[src/rtl/match_session_fsm.sv]
// Multiplayer session controller for N_OPP opponent links.
// Tracks game start/end synchronisation per opponent, drives handshake request
// flags to the link senders and reports session status to game logic/display.
// Ready, lost and won phases are bounded by on-chip cycle counters.
//
// Ports:
//   clk, rst_l          clock, asynchronous active-low reset
//   player_ready        player initiates a multiplayer game
//   player_unready      player cancels before the game starts
//   top_out             local player lost
//   ack_received[N]     per-opponent ACK from the link receivers (level or pulse)
//   opp_lost[N]         per-opponent game-lost indication from the link receivers
//   send_ready          request ACK on all handshake lines
//   send_game_lost      request GAME END on all handshake lines
//   game_active         any state but IDLE
//   gameready/ingame/gamelost/gamewon  one-hot state status
//   opp_alive[N]        opponents not yet seen losing
//   ready_timeout       one-cycle pulse when the ready phase is abandoned by timeout
module match_session_fsm #(
    parameter int unsigned N_OPP                = 1,
    parameter int unsigned READY_TIMEOUT_CYCLES = 0,
    parameter int unsigned LOST_TIMEOUT_CYCLES  = 0,
    parameter int unsigned WIN_TIMEOUT_CYCLES   = 1024
) (
    input  logic             clk,
    input  logic             rst_l,
    input  logic             player_ready,
    input  logic             player_unready,
    input  logic             top_out,
    input  logic [N_OPP-1:0] ack_received,
    input  logic [N_OPP-1:0] opp_lost,
    output logic             send_ready,
    output logic             send_game_lost,
    output logic             game_active,
    output logic             gameready,
    output logic             ingame,
    output logic             gamelost,
    output logic             gamewon,
    output logic [N_OPP-1:0] opp_alive,
    output logic             ready_timeout
);

    localparam int unsigned MAX_RL = (READY_TIMEOUT_CYCLES > LOST_TIMEOUT_CYCLES) ?
                                     READY_TIMEOUT_CYCLES : LOST_TIMEOUT_CYCLES;
    localparam int unsigned MAX_T  = (MAX_RL > WIN_TIMEOUT_CYCLES) ? MAX_RL : WIN_TIMEOUT_CYCLES;
    localparam int unsigned CNT_W  = (MAX_T < 1) ? 1 : $clog2(MAX_T + 1);

    // Last count value of each phase; a timeout of T fires at count T-1.
    localparam int unsigned READY_LAST_I = (READY_TIMEOUT_CYCLES == 0) ? 0 : READY_TIMEOUT_CYCLES - 1;
    localparam int unsigned LOST_LAST_I  = (LOST_TIMEOUT_CYCLES == 0)  ? 0 : LOST_TIMEOUT_CYCLES - 1;
    localparam int unsigned WIN_LAST_I   = (WIN_TIMEOUT_CYCLES == 0)   ? 0 : WIN_TIMEOUT_CYCLES - 1;
    localparam logic [CNT_W-1:0] READY_LAST = CNT_W'(READY_LAST_I);
    localparam logic [CNT_W-1:0] LOST_LAST  = CNT_W'(LOST_LAST_I);
    localparam logic [CNT_W-1:0] WIN_LAST   = CNT_W'(WIN_LAST_I);
    localparam logic READY_TO_EN = (READY_TIMEOUT_CYCLES != 0);
    localparam logic LOST_TO_EN  = (LOST_TIMEOUT_CYCLES != 0);

    typedef enum logic [2:0] {
        S_IDLE     = 3'd0,
        S_READY    = 3'd1,
        S_IN_GAME  = 3'd2,
        S_LOST     = 3'd3,
        S_WON      = 3'd4
    } state_t;

    state_t             state_q, state_d;
    logic [N_OPP-1:0]   ack_seen_q, ack_seen_d;
    logic [N_OPP-1:0]   lost_seen_q, lost_seen_d;
    logic [CNT_W-1:0]   cnt_q, cnt_d;
    logic               ready_timeout_d;
    logic               send_ready_d, send_game_lost_d, game_active_d;
    logic               gameready_d, ingame_d, gamelost_d, gamewon_d;

    logic [N_OPP-1:0]   ack_now, lost_now;
    logic               all_ack, all_lost, all_done;
    logic               state_change;

    // Sticky history merged with same-cycle arrivals so a late bit still counts.
    always_comb begin
        ack_now  = ack_seen_q | ack_received;
        lost_now = lost_seen_q | opp_lost;
        all_ack  = &ack_now;
        all_lost = &lost_now;
        all_done = &(ack_now | lost_now);
    end

    // Next state, counters, sticky registers and output decode of the next state.
    always_comb begin
        state_d         = state_q;
        ready_timeout_d = 1'b0;
        cnt_d           = cnt_q;
        ack_seen_d      = ack_seen_q;
        lost_seen_d     = lost_seen_q;

        case (state_q)
            S_IDLE: begin
                if (player_ready) state_d = S_READY;
            end
            S_READY: begin
                if (player_unready) begin
                    state_d = S_IDLE;
                end else if (all_ack) begin
                    state_d = S_IN_GAME;
                end else if (READY_TO_EN && (cnt_q == READY_LAST)) begin
                    state_d         = S_IDLE;
                    ready_timeout_d = 1'b1;
                end
            end
            S_IN_GAME: begin
                // A simultaneous win takes precedence over the local top-out.
                if (all_lost)     state_d = S_WON;
                else if (top_out) state_d = S_LOST;
            end
            S_LOST: begin
                // Opponents already out cannot ACK, so their loss stands in for it.
                if (all_done)                                    state_d = S_IDLE;
                else if (LOST_TO_EN && (cnt_q == LOST_LAST))     state_d = S_IDLE;
            end
            S_WON: begin
                if (cnt_q == WIN_LAST) state_d = S_IDLE;
            end
            default: state_d = S_IDLE;
        endcase

        state_change = (state_d != state_q);

        // Phase counter: restarts on every state change, runs only in timed phases.
        if (state_change) begin
            cnt_d = '0;
        end else if ((state_q == S_READY) || (state_q == S_LOST) || (state_q == S_WON)) begin
            cnt_d = cnt_q + CNT_W'(1);
        end

        if (state_change) begin
            ack_seen_d = '0;
        end else if ((state_q == S_READY) || (state_q == S_LOST)) begin
            ack_seen_d = ack_seen_q | ack_received;
        end

        // Loss history survives the return to IDLE so the display keeps the result.
        if ((state_d == S_READY) && (state_q != S_READY)) begin
            lost_seen_d = '0;
        end else if ((state_q == S_IN_GAME) || (state_q == S_LOST)) begin
            lost_seen_d = lost_seen_q | opp_lost;
        end

        game_active_d    = (state_d != S_IDLE);
        gameready_d      = (state_d == S_READY);
        ingame_d         = (state_d == S_IN_GAME);
        gamelost_d       = (state_d == S_LOST);
        gamewon_d        = (state_d == S_WON);
        // WON keeps ACKing so the last opponent's GAME END is acknowledged.
        send_ready_d     = (state_d == S_READY) || (state_d == S_WON);
        send_game_lost_d = (state_d == S_LOST);
    end

    // State, sticky and output registers.
    always_ff @(posedge clk or negedge rst_l) begin
        if (!rst_l) begin
            state_q        <= S_IDLE;
            ack_seen_q     <= '0;
            lost_seen_q    <= '0;
            cnt_q          <= '0;
            ready_timeout  <= 1'b0;
            send_ready     <= 1'b0;
            send_game_lost <= 1'b0;
            game_active    <= 1'b0;
            gameready      <= 1'b0;
            ingame         <= 1'b0;
            gamelost       <= 1'b0;
            gamewon        <= 1'b0;
            opp_alive      <= '1;
        end else begin
            state_q        <= state_d;
            ack_seen_q     <= ack_seen_d;
            lost_seen_q    <= lost_seen_d;
            cnt_q          <= cnt_d;
            ready_timeout  <= ready_timeout_d;
            send_ready     <= send_ready_d;
            send_game_lost <= send_game_lost_d;
            game_active    <= game_active_d;
            gameready      <= gameready_d;
            ingame         <= ingame_d;
            gamelost       <= gamelost_d;
            gamewon        <= gamewon_d;
            opp_alive      <= ~lost_seen_d;
        end
    end

endmodule

[config.mk]
export PLATFORM = sky130hd
export DESIGN_NAME = match_session_fsm
export DESIGN_NICKNAME = d
export VERILOG_FILES = /design/src/rtl/match_session_fsm.sv
export SDC_FILE = /design/constraint.sdc
export NUM_CORES = 1
export LEC_CHECK = 0
export ABC_AREA = 1
export CAP_MARGIN = 10
export CORE_MARGIN = 8
export CORE_UTILIZATION = 50
export DETAILED_ROUTE_END_ITERATION = 10
export PLACE_DENSITY = 0.72
export SLEW_MARGIN = 20
export SYNTH_ARGS = -nofsm -noshare
export SYNTH_HDL_FRONTEND = slang
export SYNTH_SLANG_ARGS = --single-unit
[constraint.sdc]
create_clock -name clk -period 2.5 [get_ports clk]
set_input_delay 0.375 -clock clk [delete_from_list [all_inputs] [get_ports clk]]
set_output_delay 0.375 -clock clk [all_outputs]
set_load 0.02 [all_outputs]
# Word level (Yosys, flattened, before mapping)
# Index checks and enable logic that the tools add are counted.
dict set report word_totals {
  output_inout_bits 9
  ff_bits 23
  wordCells 50
  in_bits 7
}
dict set report classes {
  eq_ne 11
  muxes 14
  bitwise_logic 4
  n_reduce_logical 9
  n_addsub 1
}
# cell n
set op_table {}
lappend op_table {{$mux W11} 2}
lappend op_table {{$mux W3} 7}
lappend op_table {{$pmux W3 S5} 1}
lappend op_table {{$eq A3 B2 Y1 const B} 4}
lappend op_table {{$add A11 B1 Y11 const B} 1}
lappend op_table {{$eq A11 B10 Y1 const B} 1}
lappend op_table {{$eq A3 B1 Y1 const B} 2}
lappend op_table {{$eq A3 B3 Y1 const B} 2}
lappend op_table {{$logic_or A1 B1 Y1} 4}
lappend op_table {{$mux W1} 4}
lappend op_table {{$reduce_bool A2 Y1} 2}
lappend op_table {{$logic_not A3 Y1} 1}
lappend op_table {{$ne A3 B1 Y1 const B} 1}
lappend op_table {{$ne A3 B3 Y1} 1}
lappend op_table {{$or A1 B1 Y1} 3}
lappend op_table {{$reduce_bool A3 Y1} 1}
lappend op_table {{$logic_and A1 B1 Y1} 1}
lappend op_table {{$not A1 Y1} 1}

# Longest topological paths before layout
# Gate-level depths: netlist of run 1.
dict set report logic_depth {
  word_depth 8
  mapped_depth 10
  mapped_depth_nobuf 9
}

# Worst setup path before layout of run 1
# Ideal clock, no wire load.
dict set report synth_path {
  kind {reg2reg}
  from {register cnt_q[0]}
  to {register cnt_q[3]}
  stages_incl_launch_ff 10
  required_ns 2.431
  path_buffers 1
  path_slack_ns 1.128
  period_less_slack_ns 1.372
  setup_time_ns 0.069
  arrival_ns 1.303
  path_cell_list {dfrtp_1 ha_1 nand2_1 nor2_2 nand3_1 nand3_1 a21oi_1 nand2_2 buf_6 nor2_2}
}
dict set report synth_via {
  elab_chain_cells 5
  word_cells_on_any_way 8
  classes_between {add/sub (1); eq/ne (2); mux (4); reduce/logical (1)}
}
# item line
set synth_rtl {}
lappend synth_rtl {{start: declaration} 69} ;# logic [CNT_W-1:0] cnt_q, cnt_d;
lappend synth_rtl {{start signal: assignment} 177} ;# cnt_q <= cnt_d;
lappend synth_rtl {{$eq A11 B10 Y1} 120} ;# if (cnt_q == WIN_LAST) state_d = S_IDLE;
lappend synth_rtl {{$mux W3} 120}
lappend synth_rtl {{$pmux W3 S5} 95} ;# case (state_q)
lappend synth_rtl {{$ne A3 B3 Y1} 125} ;# state_change = (state_d != state_q);
lappend synth_rtl {{$mux W11 or $reduce_bool A2 Y1 (tied branches)} --}
# Parallel ways exist; a longest one is shown, timed or not. The select of a mux whose other input is x is not followed.
# A chain may end at the register's enable or synchronous reset.

# Worst setup path after layout of run 1
dict set report layout_path {
  from {register opp_alive}
  to {output port opp_alive}
}
# item line
set layout_lines {}
lappend layout_lines {{start: declaration} 39} ;# output logic [N_OPP-1:0] opp_alive,
lappend layout_lines {{start signal: assignment} 186} ;# opp_alive <= ~lost_seen_d;
# No word-level cell between the ends.

==> results of run 1 <==
power groups by stage:
stage	Combinational, µW	Clock, µW	Sequential [µW]
6_report	649	175	516
5_1_grt	724	198	527
4_1_cts	655	182	516
3_5_place_dp	652	0	524
3_3_place_gp	639	0	523
2_1_floorplan	451	0	574
worst register-to-register path: stages (launching register included):
cell,delay [ns]
dfrtp_1,0.46
inv_2,0.12
nand2_2,0.08
o21ai_2,0.43
nand2_1,0.16
nor2_1,0.15
xnor2_1,0.16
nor2_2,0.07
logic make-up after synthesis:
group / after synthesis
adder cells (fa/ha/maj): 1
flip-flops: 23
AND/OR/NAND/NOR: 80
other: 1
AO/OA/AOI/OAI: 9
buffers and inverters: 28
XOR/XNOR: 8
final timing paths:
check | from | end | slack [ns] | cells after the start
worst max-delay path | opp_alive$_DFF_PN1_ | opp_alive | 0.68 | 1
worst min register to register | lost_seen_q$_DFF_PN0_ | opp_alive$_DFF_PN1_ | 0.53 | 3
max in group asynchronous | rst_l | opp_alive$_DFF_PN1_ | 1.84 | 2
worst min-delay path | rst_l | cnt_q[3]$_DFFE_PN0P_ | 0.39 | 2
worst max register to register | state_q[0]$_DFF_PN0_ | cnt_q[10]$_DFFE_PN0P_ | 0.77 | 7
min in group clk | lost_seen_q$_DFF_PN0_ | opp_alive$_DFF_PN1_ | 0.53 | 3
routing by layer:
layer	part of all wire, %	vias up
met1	47	441
met5	0	-
met2	48	10
li1	-	477
met3	2.5	5
met4	2.5	0
layout make-up:
class,count,area [µm²]
clock buffers,3,22.5
clock inverters,1,5.00
fillers,237,991
inverters,24,90.1
multi-input cells,99,517
flip-flops and latches,23,577
well taps,30,37.5
repair buffers,15,148
metrics by stage:
stage	instances	utilization [%]	cell area (µm²)	setup WS (ns)
after CTS	195	58.5	1400	0.663
after floorplan	150	-	1220	1.13
final	195	58.5	1400	0.681
after global placement	191	57.3	1370	0.589
after global routing	195	58.5	1400	0.595
after detailed placement	191	57.3	1370	0.444
placed cells by master (no fill, tap or decap):
master           netlist  layout
ha_1                   1       1
and2_1                 1       1
nand3_1               11      11
a21oi_1                2       2
xor2_1                 5       5
clkinv_2               0       1
o21ai_2                1       1
a21oi_2                1       1
nand4_1                1       1
nor2_1                18      18
nand2_1               29      29
buf_4                  3       1
clkinv_1               1       1
o21ai_0                5       5
nor2_2                14      14
nand2_2                4       4
dfrtp_1               22      22
inv_1                 19      19
inv_2                  4       4
nand3_2                1       1
clkbuf_4               0       3
dfstp_2                1       1
nor2_4                 1       1
conb_1                 1       1
xnor2_1                3       3
clkdlybuf4s50_1        0      14
==> results by group, run 1 <==
Status
  – Status: complete, no violations

Worst setup path
  – Crit-path max FO: 1
  – CP startpoint kind: flop
  – Worst path arrival time: 1.44 ns
  – Family with the most delay on the worst path: buffers and inverters
  – Crit. End Element: output pin
  – CP max-delay cell: clkdlybuf4s50_1
  – CP Class: flop to output pin
  – Largest stage delay on the critical path: approximately 0.59 ns
  – Critical Path RT: ~2.1 ns
  – Worst path bufs/invs: 1
  – Critical-path cell list: clkdlybuf4s50_1

Clocking
  – Post-cts sizing count: 0
  – Root buf cell: clkbuf_4
  – Count of hold-fix buffers inserted at cts: 0
  – Clock Latency Late Sink: between 0.3 and 0.4 ns
  – Postcts setup bufs: 0
  – Clk slew on worst S/H paths: roughly 0.13 ns
  – CTS tree: yes
  – Clock sinks: 23
  – Clock tree buffer depth: 2
  – Num CTS Buffers: 3
  – H-tree levels: 1

Drt
  – Vias: 933
  – 1st-iter DRT viols: 42
  – Detail-routed via count per cell: between 4 and 5
  – Final ANT Viol Nets: 0
  – Routed wire length: about 2200 µm
  – DRT Pass-1 Iters: 3
  – WL/cell: around 11 µm
  – Remaining DRCs: 0

Timing
  – Max-slew violations: 0
  – Worst Hold Slack: between 0.3 and 0.4 ns
  – Finish-stage setup viols: 0
  – Slew HR: between 60% and 70%
  – Total negative setup slack: 0 ns
  – Worst slew pin tran: around 0.53 ns
  – Final Critical Period: about 1.8 ns
  – Fmax: 0.550 GHz
  – Endpoints failing hold: 0
  – RSZ-0062 raised after global routing: false
  – Crit share post-route: roughly 73%
  – Clock Skew: roughly 0.0027 ns

Floorplan
  – Die X-Extent: about 65 µm
  – Ports: 16
  – Site Rows: 18
  – Core area: between 2000 and 2500 µm²
  – Die Span Y: between 60 and 70 µm
  – Starting Density: around 50%
  – Die footprint: between 4000 and 5000 µm²

Layout
  – Post-layout net count: around 170
  – Fraction of layout cells with a size suffix above 1: 19.4%
  – Ant. Diodes: 0
  – Regs by FF count: cnt_q x11, state_q x3
  – Layout area overhead: 14.7%
  – Biggest register: cnt_q
  – Max reg flops: 11

GRT
  – Vias in the first global route: between 900 and 1000
  – M3 GR Usage: under 10%
  – GRT busiest layer: met2
  – Largest net degree at the start of global routing: 24
  – Total gr overflow: 0
  – First-pass GRT wire length: 4110 µm
  – Grt met1 use: about 15%
  – Met2 usage: between 10% and 20%
  – Overall Global Routing Usage: between 10% and 20%
  – Initial antenna violation count: 0

Synth
  – Syn avg cell area: 8.12 µm²
  – Multiplexer share of the synthesized area: 0%
  – Synth unique cells: 24
  – Synth top area share: approximately 45%
  – Largest family of logic cells by synthesized area: simple AND/OR/NAND/NOR gates
  – Synth Area in Compound Gates: around 4.3%
  – Post-synth top cells: nand2_1 (29), dfrtp_1 (22), inv_1 (19)
  – Post-Synth XOR/XNOR Area: under 10%
  – Post-synth EDFFs: 0
  – Yosys warns: 0
  – Ys flop type: dfrtp_1
  – Area leader, netlist: dfrtp_1
  – Ys async rst share: 100%
  – Cell Area, Synth: roughly 1200 µm²
  – Adder-cell area share of the yosys netlist: 1.03%
  – Gate Count Post-Synth: 150
  – Mapped Nets: between 150 and 200
  – Area contributors post-synth: dfrtp_1 (45%), nand2_1 (8.9%), nor2_2 (7.2%)
  – Most frequent cell after synthesis: nand2_1
  – Seq/Total Area, Yosys: 47.4%
  – Synth Area in Simple Gates: 31.0%
  – Register bit count reported by yosys: 23

Power and ir drop
  – P_int: 745 µW
  – PD cells: 960 nW/µm²
  – Leak pwr: approximately 0.00065 µW
  – Total power: 1340 µW
  – Comb power frac: between 40% and 50%
  – Switching Share: ~44%
  – Peak supply drop: a little under 700 µV
  – Clk pwr share: between 10% and 20%
  – Psw: roughly 600 µW
  – Sequential Power Share: about 39%

Placed design
  – Post-detail-place hpwl: 1670 µm
  – Port bufs: 14
  – Routability cong.: between 0.8 and 0.9

Worst hold path
  – Worst min path class: input port to async pin

Job
  – Max Cap Violations: 0
Power figures use the tool's default switching activity.
==> inputs of run 2 (changes only) <==
- clock period: 2.5 -> 1.7 ns (I/O delays scaled with it)
==> run 2 against run 1 <==
Net effect:
- critical path depth did not move
- clock-buffer cell count unchanged
- via count rose by 0.96%
- register-to-register slack worse by 0.61 ns
- first-iteration DRC count grew 17%
- largest power group unchanged
==> results by group, run 2 (synthesis results as in run 1) <==
Timing
  – RSZ-0062 raised after global routing: false
  – Clock Skew: 0.00520 ns (+0.00249 ns)
  – Crit share post-route: between 90% and 100%
  – Fmax: 0.639 GHz
  – Worst Hold Slack: 0.290 ns (-0.0978 ns)
  – Endpoints failing hold: 0 (unchanged)
  – PnR worst setup slack: 0.136 ns (-0.545 ns)
  – Max-slew violations: 0 (unchanged)
  – Total negative setup slack: 0 ns (unchanged)
  – Final Critical Period: between 1.5 and 2 ns
  – Finish-stage setup viols: 0 (unchanged)

Floorplan
  – Site Rows: 18 (unchanged)
  – Ports: 16 (unchanged)
  – Die footprint: 4270 µm² (unchanged)
  – Die X-Extent: 65.3 µm (unchanged)
  – Starting Density: 51.0% (unchanged)
  – Core area: 2390 µm² (unchanged)
  – Die Span Y: 65.3 µm (unchanged)

GRT
  – Initial antenna violation count: 0 (unchanged)
  – First-pass GRT wire length: 3920 µm (-4.5%)
  – Total gr overflow: 0 (unchanged)
  – Largest net degree at the start of global routing: 24 (unchanged)
  – Vias in the first global route: 979 (+5.3%)
  – Overall Global Routing Usage: 11.6% (-0.68 points)

Power and ir drop
  – Peak supply drop: 918 µV (+35%)
  – Total power: 2100 µW (+57%)
  – Leak pwr: 0.000674 µW (+3.5%)
  – PD cells: 1460 nW/µm² (+53%)

Drt
  – DRT Pass-1 Iters: 4 (+1)
  – 1st-iter DRT viols: 49 (+17%)
  – Final ANT Viol Nets: 0 (unchanged)
  – Remaining DRCs: 0 (unchanged)
  – Met2 wire length: 1130 µm (+4.5%)
  – Top Layer Used: met4
  – Metal3 WL: 67 µm (+18%)
  – WL/cell: 11.1 µm (-3.6%)
  – Routed length on met1: 974 µm (-6.7%)
  – Routed wire length: 2200 µm (-1.7%)
  – Vias: 942 (+0.96%)
  – Detail-routed via count per cell: 4.73 (-1.1%)

Layout
  – Biggest register: cnt_q
  – Ant. Diodes: 0 (unchanged)
  – Post-layout net count: 178 (+2.3%)
  – Max reg flops: 11 (unchanged)
  – Final Util: 60.2% (+1.7 points)
  – Regs by FF count: cnt_q x11, state_q x3
  – Commonest non-fill, non-tap cell in the layout: nand2_1
  – Commonest cells after routing, fill and taps aside: nand2_1 (29), dfrtp_1 (22), inv_1 (19)
  – Fraction of layout cells with a size suffix above 1: 21.3% (+1.9 points)
  – Layout area overhead: 18.1%

Worst setup path
  – CP startpoint kind: flop
  – Largest stage delay on the critical path: 0.62 ns (+0.03 ns)
  – Critical Path RT: 1.44 ns (-0.68 ns)
  – Crit. End Element: output pin
  – CP max-delay cell: clkdlybuf4s50_1
  – Worst path arrival time: 1.31 ns (-0.13 ns)
  – Worst path bufs/invs: 1 (unchanged)
  – Critical-path cell list: clkdlybuf4s50_1
  – CP Class: flop to output pin
  – Crit-path max FO: 2 (+1)
  – CP startpoint: gamelost$_DFF_PN0_
  – Family with the most delay on the worst path: buffers and inverters
  – Reg2reg start: cnt_q[0]$_DFFE_PN0P_

Placed design
  – Routability cong.: 0.837 (+0.89%)
  – Post-place setup slack: 0.0362 ns (-0.408 ns)
  – Post-detail-place hpwl: 1720 µm (+2.8%)
  – Port bufs: 14 (unchanged)

Clocking
  – Clock Latency Late Sink: 0.30 ns (-0.02 ns)
  – Postcts setup bufs: 0 (unchanged)
  – Num CTS Buffers: 3 (unchanged)
  – CTS tree: yes
  – Clock tree buffer depth: 2 (unchanged)
  – Root buf cell: clkbuf_4
  – H-tree levels: 1 (unchanged)
  – Clk slew on worst S/H paths: 0.12 ns (about the same)
  – Clock sinks: 23 (unchanged)

Worst hold path
  – Worst min path class: input port to async pin

Status
  – Status: complete, no violations

Job
  – Max Cap Violations: 0 (unchanged)
==> run 2: cell types whose count changed in the layout (fill, tap and decap cells not counted), sizes merged <==
cell / previous run / this run
clkdlybuf4s50: 14 / 13
dlygate4sd2: 0 / 1
buf: 1 / 5
==> run 2: report_power, final <==
group	internal [µW]	switching (µW)
Combinational	451	652
Sequential	684	72.7
Clock	87.7	157
==> run 2: final timing paths <==
check / to / slack (ns) / cells after the start
hold reg to reg: opp_alive$_DFF_PN1_ / 0.54 / 3
min in group clk: opp_alive$_DFF_PN1_ / 0.54 / 3
max in group asynchronous: opp_alive$_DFF_PN1_ / 1.13 / 2
setup reg to reg: cnt_q[1]$_DFFE_PN0P_ / 0.16 / 9
hold / removal: cnt_q[5]$_DFFE_PN0P_ / 0.29 / 2
setup / recovery: gamelost / 0.14 / 1
==> run 2: layout make-up <==
class | count | area, µm²
repair buffers | 19 | 189
fillers | 230 | 950
inverters | 24 | 90.1
flip-flops and latches | 23 | 577
well taps | 30 | 37.5
clock inverters | 1 | 5.00
clock buffers | 3 | 22.5
multi-input cells | 99 | 517
==> run 2: metal layers <==
metal	vias up	global-route usage [%]
met4	0	5.72
met5	-	0
met2	15	21.4
li1	489	-
met3	4	2.89
met1	434	11.8
==> run 2: what timing repair did <==
item / in CTS / in global routing
hold endpoints to repair: 0 / 0
resized for setup: 1 / 0
hold buffers: 0 / 0
setup endpoints to repair: 1 / 0
==> run 2: metrics by stage <==
step                      std cells  instance area, µm²
after detailed placement        195                1410
after floorplan                 150                1220
after global routing            199                1440
after CTS                       199                1440
final                           199                1440
after global placement          195                1410
